$ cat src/rtl/ddr2_fifo_sched_pkg.sv
// Shared definitions for the DDR2 FIFO burst scheduler: command codes, FSM states,
// and the BL4 burst-to-column address mapping.
package ddr2_fifo_sched_pkg;

    localparam logic [2:0] CMD_WR = 3'b000;
    localparam logic [2:0] CMD_RD = 3'b001;

    // One BL4 burst spans 4 columns, so a burst index maps to a column by a shift of 2.
    localparam int COL_STEP_LOG2 = 2;

    typedef enum logic [2:0] {
        ST_INIT = 3'd0,
        ST_ARB  = 3'd1,
        ST_WR0  = 3'd2,
        ST_WR1  = 3'd3,
        ST_RD   = 3'd4
    } sched_state_t;

    function automatic logic [30:0] burst_addr(input logic [30:0] base, input logic [30:0] idx);
        return base + (idx << COL_STEP_LOG2);
    endfunction

endpackage

$ cat src/rtl/ddr2_fifo_sched_if.sv
// Bus bundle between the burst scheduler (master) and its staging FIFOs / MIG app port (slave).
interface ddr2_fifo_sched_if #(
    parameter int APP_W = 128,
    parameter int CNT_W = 9
);
    // Handshakes: a strobe (in_rd_en, out_wr_en, app_af_wren, app_wdf_wren, rd_data_valid)
    // transfers its data in the cycle it is high; the only back-pressure is in_cnt, out_free
    // and the *_afull flags, which the scheduler checks before it starts a burst.
    logic [APP_W-1:0]   in_data;
    logic [CNT_W-1:0]   in_cnt;
    logic               in_rd_en;
    logic [CNT_W-1:0]   out_free;
    logic [APP_W-1:0]   out_data;
    logic               out_wr_en;
    logic [2:0]         app_af_cmd;
    logic [30:0]        app_af_addr;
    logic               app_af_wren;
    logic               app_af_afull;
    logic [APP_W-1:0]   app_wdf_data;
    logic [APP_W/8-1:0] app_wdf_mask_data;
    logic               app_wdf_wren;
    logic               app_wdf_afull;
    logic               rd_data_valid;
    logic [APP_W-1:0]   rd_data_fifo_out;

    modport master (
        input  in_data, in_cnt, out_free, app_af_afull, app_wdf_afull,
               rd_data_valid, rd_data_fifo_out,
        output in_rd_en, out_data, out_wr_en, app_af_cmd, app_af_addr, app_af_wren,
               app_wdf_data, app_wdf_mask_data, app_wdf_wren
    );

    modport slave (
        output in_data, in_cnt, out_free, app_af_afull, app_wdf_afull,
               rd_data_valid, rd_data_fifo_out,
        input  in_rd_en, out_data, out_wr_en, app_af_cmd, app_af_addr, app_af_wren,
               app_wdf_data, app_wdf_mask_data, app_wdf_wren
    );
endinterface

$ cat src/rtl/ddr2_fifo_sched_rd_tracker.sv
// Read-return bookkeeping: outstanding bursts, beat position, stray-word detection and
// the read-staging space reservation check.
module ddr2_fifo_sched_rd_tracker #(
    parameter int APP_W       = 128,
    parameter int CNT_W       = 9,
    parameter int BURST_WORDS = 2,
    parameter int MAX_RD_OUT  = 4,
    parameter int OUT_W       = $clog2(MAX_RD_OUT + 1)
) (
    input  logic             clk,
    input  logic             rst_n,
    input  logic             issue,
    input  logic             rd_data_valid,
    input  logic [APP_W-1:0] rd_data,
    input  logic [CNT_W-1:0] out_free,
    output logic [APP_W-1:0] out_data,
    output logic             out_wr_en,
    output logic             err_stray,
    output logic             rd_room,
    output logic [OUT_W-1:0] outstanding
);
    localparam int BEAT_W = (BURST_WORDS > 1) ? $clog2(BURST_WORDS) : 1;

    logic [BEAT_W-1:0] beat;
    logic              accept;
    logic              last_beat;
    logic [31:0]       need;

    assign accept    = rd_data_valid && (outstanding != '0);
    assign last_beat = accept && (beat == BEAT_W'(BURST_WORDS - 1));
    assign out_wr_en = accept;
    assign out_data  = rd_data;

    // Every burst already in flight plus the one about to issue must fit in the read FIFO.
    assign need    = (32'(outstanding) + 32'd1) * 32'(BURST_WORDS);
    assign rd_room = (outstanding < OUT_W'(MAX_RD_OUT)) && (32'(out_free) >= need);

    always_ff @(posedge clk) begin
        if (!rst_n) begin
            outstanding <= '0;
            beat        <= '0;
            err_stray   <= 1'b0;
        end else begin
            err_stray <= rd_data_valid && (outstanding == '0);
            if (accept) begin
                beat <= last_beat ? '0 : beat + BEAT_W'(1);
            end
            case ({issue, last_beat})
                2'b10:   outstanding <= outstanding + OUT_W'(1);
                2'b01:   outstanding <= outstanding - OUT_W'(1);
                default: outstanding <= outstanding;
            endcase
        end
    end

endmodule

$ cat src/rtl/ddr2_fifo_sched.sv
// Burst scheduler: drains the write-staging FIFO into a DDR2 ring buffer and refills the
// read-staging FIFO from it, arbitrating both onto one MIG app interface.
module ddr2_fifo_sched
    import ddr2_fifo_sched_pkg::*;
#(
    parameter int          APP_W       = 128,
    parameter logic [30:0] BASE_ADDR   = 31'h0,
    parameter int          DEPTH_LOG2  = 10,
    parameter int          BURST_WORDS = 2,
    parameter int          MAX_RD_OUT  = 4,
    parameter int          CNT_W       = 9
) (
    input  logic              sys_clk,
    input  logic              reset_n,
    input  logic              phy_init_done,
    ddr2_fifo_sched_if.master bus,
    output logic              full,
    output logic              empty,
    output logic              err_stray,
    output sched_state_t      dbg_state
);
    localparam int OUT_W = $clog2(MAX_RD_OUT + 1);

    sched_state_t      state;
    logic [DEPTH_LOG2:0] wr_ptr;
    logic [DEPTH_LOG2:0] rd_ptr;
    logic [DEPTH_LOG2:0] stored;
    logic              last_wr;
    logic              af_wren;
    logic [2:0]        af_cmd;
    logic [30:0]       af_addr;
    logic              wdf_wren;
    logic              rd_en;
    logic              wr_ok;
    logic              rd_ok;
    logic              rd_room;
    logic              grant_wr;
    logic              grant_rd;
    logic [OUT_W-1:0]  outstanding;
    logic [30:0]       wr_addr;
    logic [30:0]       rd_addr;

    assign stored = wr_ptr - rd_ptr;
    assign full   = (stored == {1'b1, {DEPTH_LOG2{1'b0}}});
    assign empty  = (stored == '0) && (outstanding == '0);

    assign wr_addr = burst_addr(BASE_ADDR, 31'(wr_ptr[DEPTH_LOG2-1:0]));
    assign rd_addr = burst_addr(BASE_ADDR, 31'(rd_ptr[DEPTH_LOG2-1:0]));

    assign wr_ok = phy_init_done && (bus.in_cnt >= CNT_W'(BURST_WORDS)) && !full
                   && !bus.app_af_afull && !bus.app_wdf_afull;
    assign rd_ok = phy_init_done && (stored != '0) && rd_room && !bus.app_af_afull;

    // Round-robin under contention: the side granted last time yields.
    assign grant_wr = wr_ok && (!rd_ok || !last_wr);
    assign grant_rd = rd_ok && !grant_wr;

    // FWFT head goes straight to the write-data FIFO; the pop in each WR beat exposes the next word.
    assign bus.app_wdf_data      = bus.in_data;
    assign bus.app_wdf_mask_data = '0;
    assign bus.app_wdf_wren      = wdf_wren;
    assign bus.app_af_wren       = af_wren;
    assign bus.app_af_cmd        = af_cmd;
    assign bus.app_af_addr       = af_addr;
    assign bus.in_rd_en          = rd_en;
    assign dbg_state             = state;

    always_ff @(posedge sys_clk) begin
        if (!reset_n) begin
            state    <= ST_INIT;
            wr_ptr   <= '0;
            rd_ptr   <= '0;
            last_wr  <= 1'b0;
            af_wren  <= 1'b0;
            af_cmd   <= CMD_WR;
            af_addr  <= '0;
            wdf_wren <= 1'b0;
            rd_en    <= 1'b0;
        end else begin
            af_wren  <= 1'b0;
            wdf_wren <= 1'b0;
            rd_en    <= 1'b0;
            case (state)
                ST_INIT: begin
                    if (phy_init_done) state <= ST_ARB;
                end
                ST_ARB: begin
                    if (grant_wr) begin
                        state    <= ST_WR0;
                        af_wren  <= 1'b1;
                        af_cmd   <= CMD_WR;
                        af_addr  <= wr_addr;
                        wdf_wren <= 1'b1;
                        rd_en    <= 1'b1;
                        last_wr  <= 1'b1;
                    end else if (grant_rd) begin
                        state   <= ST_RD;
                        af_wren <= 1'b1;
                        af_cmd  <= CMD_RD;
                        af_addr <= rd_addr;
                        last_wr <= 1'b0;
                    end
                end
                ST_WR0: begin
                    state    <= ST_WR1;
                    wdf_wren <= 1'b1;
                    rd_en    <= 1'b1;
                end
                ST_WR1: begin
                    state  <= ST_ARB;
                    wr_ptr <= wr_ptr + 1'b1;
                end
                ST_RD: begin
                    state  <= ST_ARB;
                    rd_ptr <= rd_ptr + 1'b1;
                end
                default: state <= ST_INIT;
            endcase
        end
    end

    ddr2_fifo_sched_rd_tracker #(
        .APP_W      (APP_W),
        .CNT_W      (CNT_W),
        .BURST_WORDS(BURST_WORDS),
        .MAX_RD_OUT (MAX_RD_OUT),
        .OUT_W      (OUT_W)
    ) u_rd_tracker (
        .clk          (sys_clk),
        .rst_n        (reset_n),
        .issue        (state == ST_RD),
        .rd_data_valid(bus.rd_data_valid),
        .rd_data      (bus.rd_data_fifo_out),
        .out_free     (bus.out_free),
        .out_data     (bus.out_data),
        .out_wr_en    (bus.out_wr_en),
        .err_stray    (err_stray),
        .rd_room      (rd_room),
        .outstanding  (outstanding)
    );

endmodule

$ cat src/flat_wrapper.sv
// flat-port wrapper written by rule: the top's interface ports become plain ports
module ddr2_fifo_sched_flat import ddr2_fifo_sched_pkg::*;
#(
    parameter int          APP_W       = 128,
    parameter logic [30:0] BASE_ADDR   = 31'h0,
    parameter int          DEPTH_LOG2  = 10,
    parameter int          BURST_WORDS = 2,
    parameter int          MAX_RD_OUT  = 4,
    parameter int          CNT_W       = 9
)
  (sys_clk, reset_n, phy_init_done, full, empty, err_stray, dbg_state, bus_in_data, bus_in_cnt, bus_out_free, bus_app_af_afull, bus_app_wdf_afull, bus_rd_data_valid, bus_rd_data_fifo_out, bus_in_rd_en, bus_out_data, bus_out_wr_en, bus_app_af_cmd, bus_app_af_addr, bus_app_af_wren, bus_app_wdf_data, bus_app_wdf_mask_data, bus_app_wdf_wren);
  ddr2_fifo_sched_if #(.APP_W(APP_W), .CNT_W(CNT_W)) bus_i ();
  input  logic sys_clk;
  input  logic reset_n;
  input  logic phy_init_done;
  output logic full;
  output logic empty;
  output logic err_stray;
  output sched_state_t dbg_state;
  input wire logic [$bits(bus_i.in_data)-1:0] bus_in_data;
  input wire logic [$bits(bus_i.in_cnt)-1:0] bus_in_cnt;
  input wire logic [$bits(bus_i.out_free)-1:0] bus_out_free;
  input wire logic [$bits(bus_i.app_af_afull)-1:0] bus_app_af_afull;
  input wire logic [$bits(bus_i.app_wdf_afull)-1:0] bus_app_wdf_afull;
  input wire logic [$bits(bus_i.rd_data_valid)-1:0] bus_rd_data_valid;
  input wire logic [$bits(bus_i.rd_data_fifo_out)-1:0] bus_rd_data_fifo_out;
  output wire logic [$bits(bus_i.in_rd_en)-1:0] bus_in_rd_en;
  output wire logic [$bits(bus_i.out_data)-1:0] bus_out_data;
  output wire logic [$bits(bus_i.out_wr_en)-1:0] bus_out_wr_en;
  output wire logic [$bits(bus_i.app_af_cmd)-1:0] bus_app_af_cmd;
  output wire logic [$bits(bus_i.app_af_addr)-1:0] bus_app_af_addr;
  output wire logic [$bits(bus_i.app_af_wren)-1:0] bus_app_af_wren;
  output wire logic [$bits(bus_i.app_wdf_data)-1:0] bus_app_wdf_data;
  output wire logic [$bits(bus_i.app_wdf_mask_data)-1:0] bus_app_wdf_mask_data;
  output wire logic [$bits(bus_i.app_wdf_wren)-1:0] bus_app_wdf_wren;
  assign bus_i.in_data = bus_in_data;
  assign bus_i.in_cnt = bus_in_cnt;
  assign bus_i.out_free = bus_out_free;
  assign bus_i.app_af_afull = bus_app_af_afull;
  assign bus_i.app_wdf_afull = bus_app_wdf_afull;
  assign bus_i.rd_data_valid = bus_rd_data_valid;
  assign bus_i.rd_data_fifo_out = bus_rd_data_fifo_out;
  assign bus_in_rd_en = bus_i.in_rd_en;
  assign bus_out_data = bus_i.out_data;
  assign bus_out_wr_en = bus_i.out_wr_en;
  assign bus_app_af_cmd = bus_i.app_af_cmd;
  assign bus_app_af_addr = bus_i.app_af_addr;
  assign bus_app_af_wren = bus_i.app_af_wren;
  assign bus_app_wdf_data = bus_i.app_wdf_data;
  assign bus_app_wdf_mask_data = bus_i.app_wdf_mask_data;
  assign bus_app_wdf_wren = bus_i.app_wdf_wren;
  ddr2_fifo_sched #(.APP_W(APP_W), .BASE_ADDR(BASE_ADDR), .DEPTH_LOG2(DEPTH_LOG2), .BURST_WORDS(BURST_WORDS), .MAX_RD_OUT(MAX_RD_OUT), .CNT_W(CNT_W)) u_core (.sys_clk(sys_clk), .reset_n(reset_n), .phy_init_done(phy_init_done), .bus(bus_i), .full(full), .empty(empty), .err_stray(err_stray), .dbg_state(dbg_state));
endmodule
$ cat config.mk
export PLATFORM = sky130hd
export DESIGN_NAME = ddr2_fifo_sched_flat
export DESIGN_NICKNAME = d
export VERILOG_FILES = /design/src/rtl/ddr2_fifo_sched_pkg.sv /design/src/rtl/ddr2_fifo_sched_if.sv /design/src/rtl/ddr2_fifo_sched_rd_tracker.sv /design/src/rtl/ddr2_fifo_sched.sv /design/src/flat_wrapper.sv
export SDC_FILE = /design/constraint.sdc
export NUM_CORES = 1
export LEC_CHECK = 0
export CORE_AREA = 5 5 227 229
export CTS_BUF_LIST = sky130_fd_sc_hd__clkbuf_16
export DETAILED_ROUTE_END_ITERATION = 8
export DIE_AREA = 0 0 232 234
export DONT_BUFFER_PORTS = 1
export GPL_ROUTABILITY_DRIVEN = 0
export HOLD_SLACK_MARGIN = 0.03
export MAX_ROUTING_LAYER = met4
export PLACE_DENSITY = 0.3
export SLEW_MARGIN = 20
export SYNTH_ARGS = -nofsm -noshare
export SYNTH_HDL_FRONTEND = slang
export SYNTH_SLANG_ARGS = --single-unit
$ cat constraint.sdc
create_clock -name sys_clk -period 6.9 [get_ports sys_clk]
set_input_delay 1.035 -clock sys_clk [delete_from_list [all_inputs] [get_ports sys_clk]]
set_output_delay 1.035 -clock sys_clk [all_outputs]
set_load 0.05 [all_outputs]
==> flow_summary.ini <==
[timing]
grt_setup_unrepaired = false
clock.fmax_ghz = 0.2242
fin_ws_ns = 2.440
slew_violations = 0
post-route-period-util = 0.6464
setup_violations = 0
whs_ns = 0.4985
setup_tns_ns = 0
period_minus_slack_ns = 4.460
worst_clock_skew_ns = 0.005023
hold_viol = 0
max_slew.worst_pin.slew_ns = 1.019
slew_headroom = 0.3177

[yosys]
synth-main-ff-cell = dfxtp_1
ys_seq_area_frac = 0.1786
yosysWarningCount = 0
synthTopCellsByArea = buf_4, dfxtp_1, ha_1
syn_area_mm2 = 0.004931
syn-instance-count = 609
yosysTopAreaCell = buf_4
ys_async_sr_fraction = 0
avgSynthCellArea_um2 = 8.097
yosysUniqueCellTypes = 55
synth_edf_count = 0
yosys.area.top_type_share = 0.4506
ys_ff_latch = 44

[power_and_ir_drop]
power.density_mw_per_mm2 = 159.6
power.leakage_nw = 1.251
intPower_mw = 0.4334
pwr-share-seq = 0.435
p_comb_frac = 0.125
worst_ir_drop_vdd_uv = 64.63
netSwitchingFraction = 0.2921
p_switching_mw = 0.1788
clkPwrFrac = 0.440

[floorplanning]
rows = 82
die_y_um = 234
core-area_mm2 = 0.04945
io_pins = 596
initial_core_util = 0.09971
dieArea_mm2 = 0.05429
fp.dieW_um = 232

[drt]
ant_nets = 0
viasPerCell = 2.650
routedWlPerCell_um = 13.21
first_pass_iters = 4
drtIter0Drc = 149
drc_errors = 0
routed-via-count = 2719
drt-total-wl_um = 13560

[job]
cap_violations = 0

[global_route]
grt_usage = 0.04789
grt_pass1_wl_um = 18530
grt_max_degree = 32
grt_pass1_vias = 2620
grt-ovfl-total = 0
antenna_found_initial = 0

[critical_path]
arrival_ns = 3.43
crit_type = flip-flop to primary output
max_stage_delay_ns = 0.82
cp_slowest_cell = nor3b_2
crit_family = compound AO/OA/AOI/OAI gates
worstSetupEndpointType = primary output
rrSetupSlack_ns = 3.29
critPathBufInv = 1
reg2reg_from = u_core.rd_ptr[7]$_SDFFE_PN0P_
crit_start = u_core.rd_ptr[7]$_SDFFE_PN0P_
startpoint_type = flip-flop
crit_chain = inv_1, ha_1, a21oi_1, o22ai_1, a2111o_1, a211oi_2, and3_2, nor3b_2
crit_fanout = 6
cp.required_ns = 5.86

[clock_network]
ctsResizeCount = 0
cts_buffers = 5
path_clk_slew_ns = 0.06
ctsHoldBuffers = 0
htree_levels = 2
postCtsSetupRepairBufs = 0
cts-root-buf = clkbuf_16
cts_tree = done
clockBufferDepth = 2
cts.sinks = 44
clock_latency_ns = 0.29

[run_status]
status = completed

[cells_and_area]
syn_to_final_growth_pct = -22.20
layout.nets = 653
layout.cells.non_filler = 1026
drive_above_1_share = 0.05932
finish.utilization = 0.07757
diodes = 0

[min_path]
hp-class = flip-flop to flip-flop
min_from = u_core.rd_ptr[4]$_SDFFE_PN0P_

[place]
dp_cells = 1018
portBuffers = 0
pre_cts_slack_ns = 2.696
hpwl_um = 11160
logic make-up (layout without fill, tap and decap cells):
family,after synthesis,count (layout),share of synthesized area
and+or+nand+nor,124,124,0.1360
DFF,44,44,0.1786
buffers and inverters,322,29,0.4722
adders and majority gates,20,20,0.05227
xor gates and xnor gates,24,24,0.04415
AOI/OAI and AO/OA,67,67,0.1018
other,1,39,0.0007605
muxes,7,7,0.01421
through the flow:
step           cell area, um2  power (mW)
6_report                 3836      0.6122
4_1_cts                  3836      0.6250
2_1_floorplan            5074      0.7564
3_5_place_dp             3674      0.3486
3_3_place_gp             3674      0.3490
5_1_grt                  3836      0.6401
Yosys cell counts (all sizes together), types with 7 or more instances:
library cell / count
a211oi: 7
a21oi: 20
a221o: 7
and3: 16
buf: 297
dfxtp: 44
ha: 19
inv: 20
mux2i: 7
nand2: 17
nand2b: 8
nand3: 11
nor2: 33
or3: 7
xnor2: 12
xor2: 12
placed cells by master (no fill, tap or decap), drive strengths merged, types with 2 or more instances in the layout:
| master | synthesis | final |
|---|---|---|
| a21oi | 20 | 20 |
| ha | 19 | 19 |
| clkbuf | 5 | 5 |
| nand3 | 11 | 11 |
| a311oi | 2 | 2 |
| a211o | 2 | 2 |
| inv | 20 | 20 |
| nand4 | 4 | 4 |
| dfxtp | 44 | 44 |
| o21a | 4 | 4 |
| a221o | 7 | 7 |
| nor4 | 4 | 4 |
| nand2 | 17 | 17 |
| and3 | 16 | 16 |
| nor3 | 4 | 4 |
| nor2b | 5 | 5 |
| xor2 | 12 | 12 |
| o21ai | 6 | 6 |
| or4 | 4 | 4 |
| nand2b | 8 | 8 |
| o211ai | 4 | 4 |
| a21o | 3 | 3 |
| conb | 1 | 39 |
| or3 | 7 | 7 |
| xnor2 | 12 | 12 |
| nor2 | 33 | 33 |
| nor3b | 3 | 3 |
| mux2i | 7 | 7 |
| and2 | 4 | 4 |
| clkinv | 0 | 2 |
| o22ai | 2 | 2 |
| a2111o | 2 | 2 |
| a211oi | 7 | 7 |
path summary, 6_finish.rpt:
kind	endpoint	depth (start not counted)
setup / recovery	empty	8
hold / removal	u_core.bus.app_af_addr[6]$_SDFFE_PN0P_	1
setup reg to reg	u_core.bus.app_af_addr[5]$_SDFFE_PN0P_	10
hold reg to reg	u_core.bus.app_af_addr[6]$_SDFFE_PN0P_	1
power groups by stage:
stage	Clock, mW	Sequential (mW)	Combinational [mW]
after floorplan	0	0.270	0.487
after global placement	0	0.272	0.0770
after detailed placement	0	0.272	0.0766
after CTS	0.282	0.266	0.0767
after global routing	0.292	0.267	0.0817
final	0.270	0.266	0.0765
state kept, by name (all words and copies together) (netlist names):
name                             flops
u_core.bus.app_wdf_wren              1
u_core.dbg_state                     3
u_core.bus.app_af_cmd                1
u_core.last_wr                       1
u_core.bus.app_af_addr              10
u_core.bus.app_af_wren               1
u_core.wr_ptr                       11
u_core.rd_ptr                       11
u_core.u_rd_tracker.outstanding      3
u_core.u_rd_tracker.err_stray        1
u_core.u_rd_tracker.beat             1
worst register-to-register path, cell delays in order, from the launching register on:
cell,delay [ns]
dfxtp_1,0.39
inv_1,0.06
ha_1,0.35
a21oi_1,0.39
o22ai_1,0.15
a2111o_1,0.42
a211oi_2,0.27
a311oi_1,0.18
a211oi_4,0.70
nor4b_4,0.23
a221o_1,0.35
layer usage:
metal,track usage,share of wire,vias to the layer above
met1,0.04242,0.32,1170
met4,0.04302,0.090,0
met3,0.03390,0.16,114
met5,-,0,-
met2,0.06773,0.43,252
li1,-,-,1183
layout make-up:
| class | instances | area [um2] |
|---|---|---|
| Clock inverter | 3 | 37.54 |
| Fill cell | 5859 | 45620 |
| Multi-Input combinational cell | 281 | 1869 |
| Sequential cell | 44 | 880.8 |
| Tap cell | 672 | 840.8 |
| Clock buffer | 5 | 125.1 |
| Timing Repair Buffer | 1 | 7.507 |
| Inverter | 20 | 75.07 |
(Power assumes the default switching activity.)
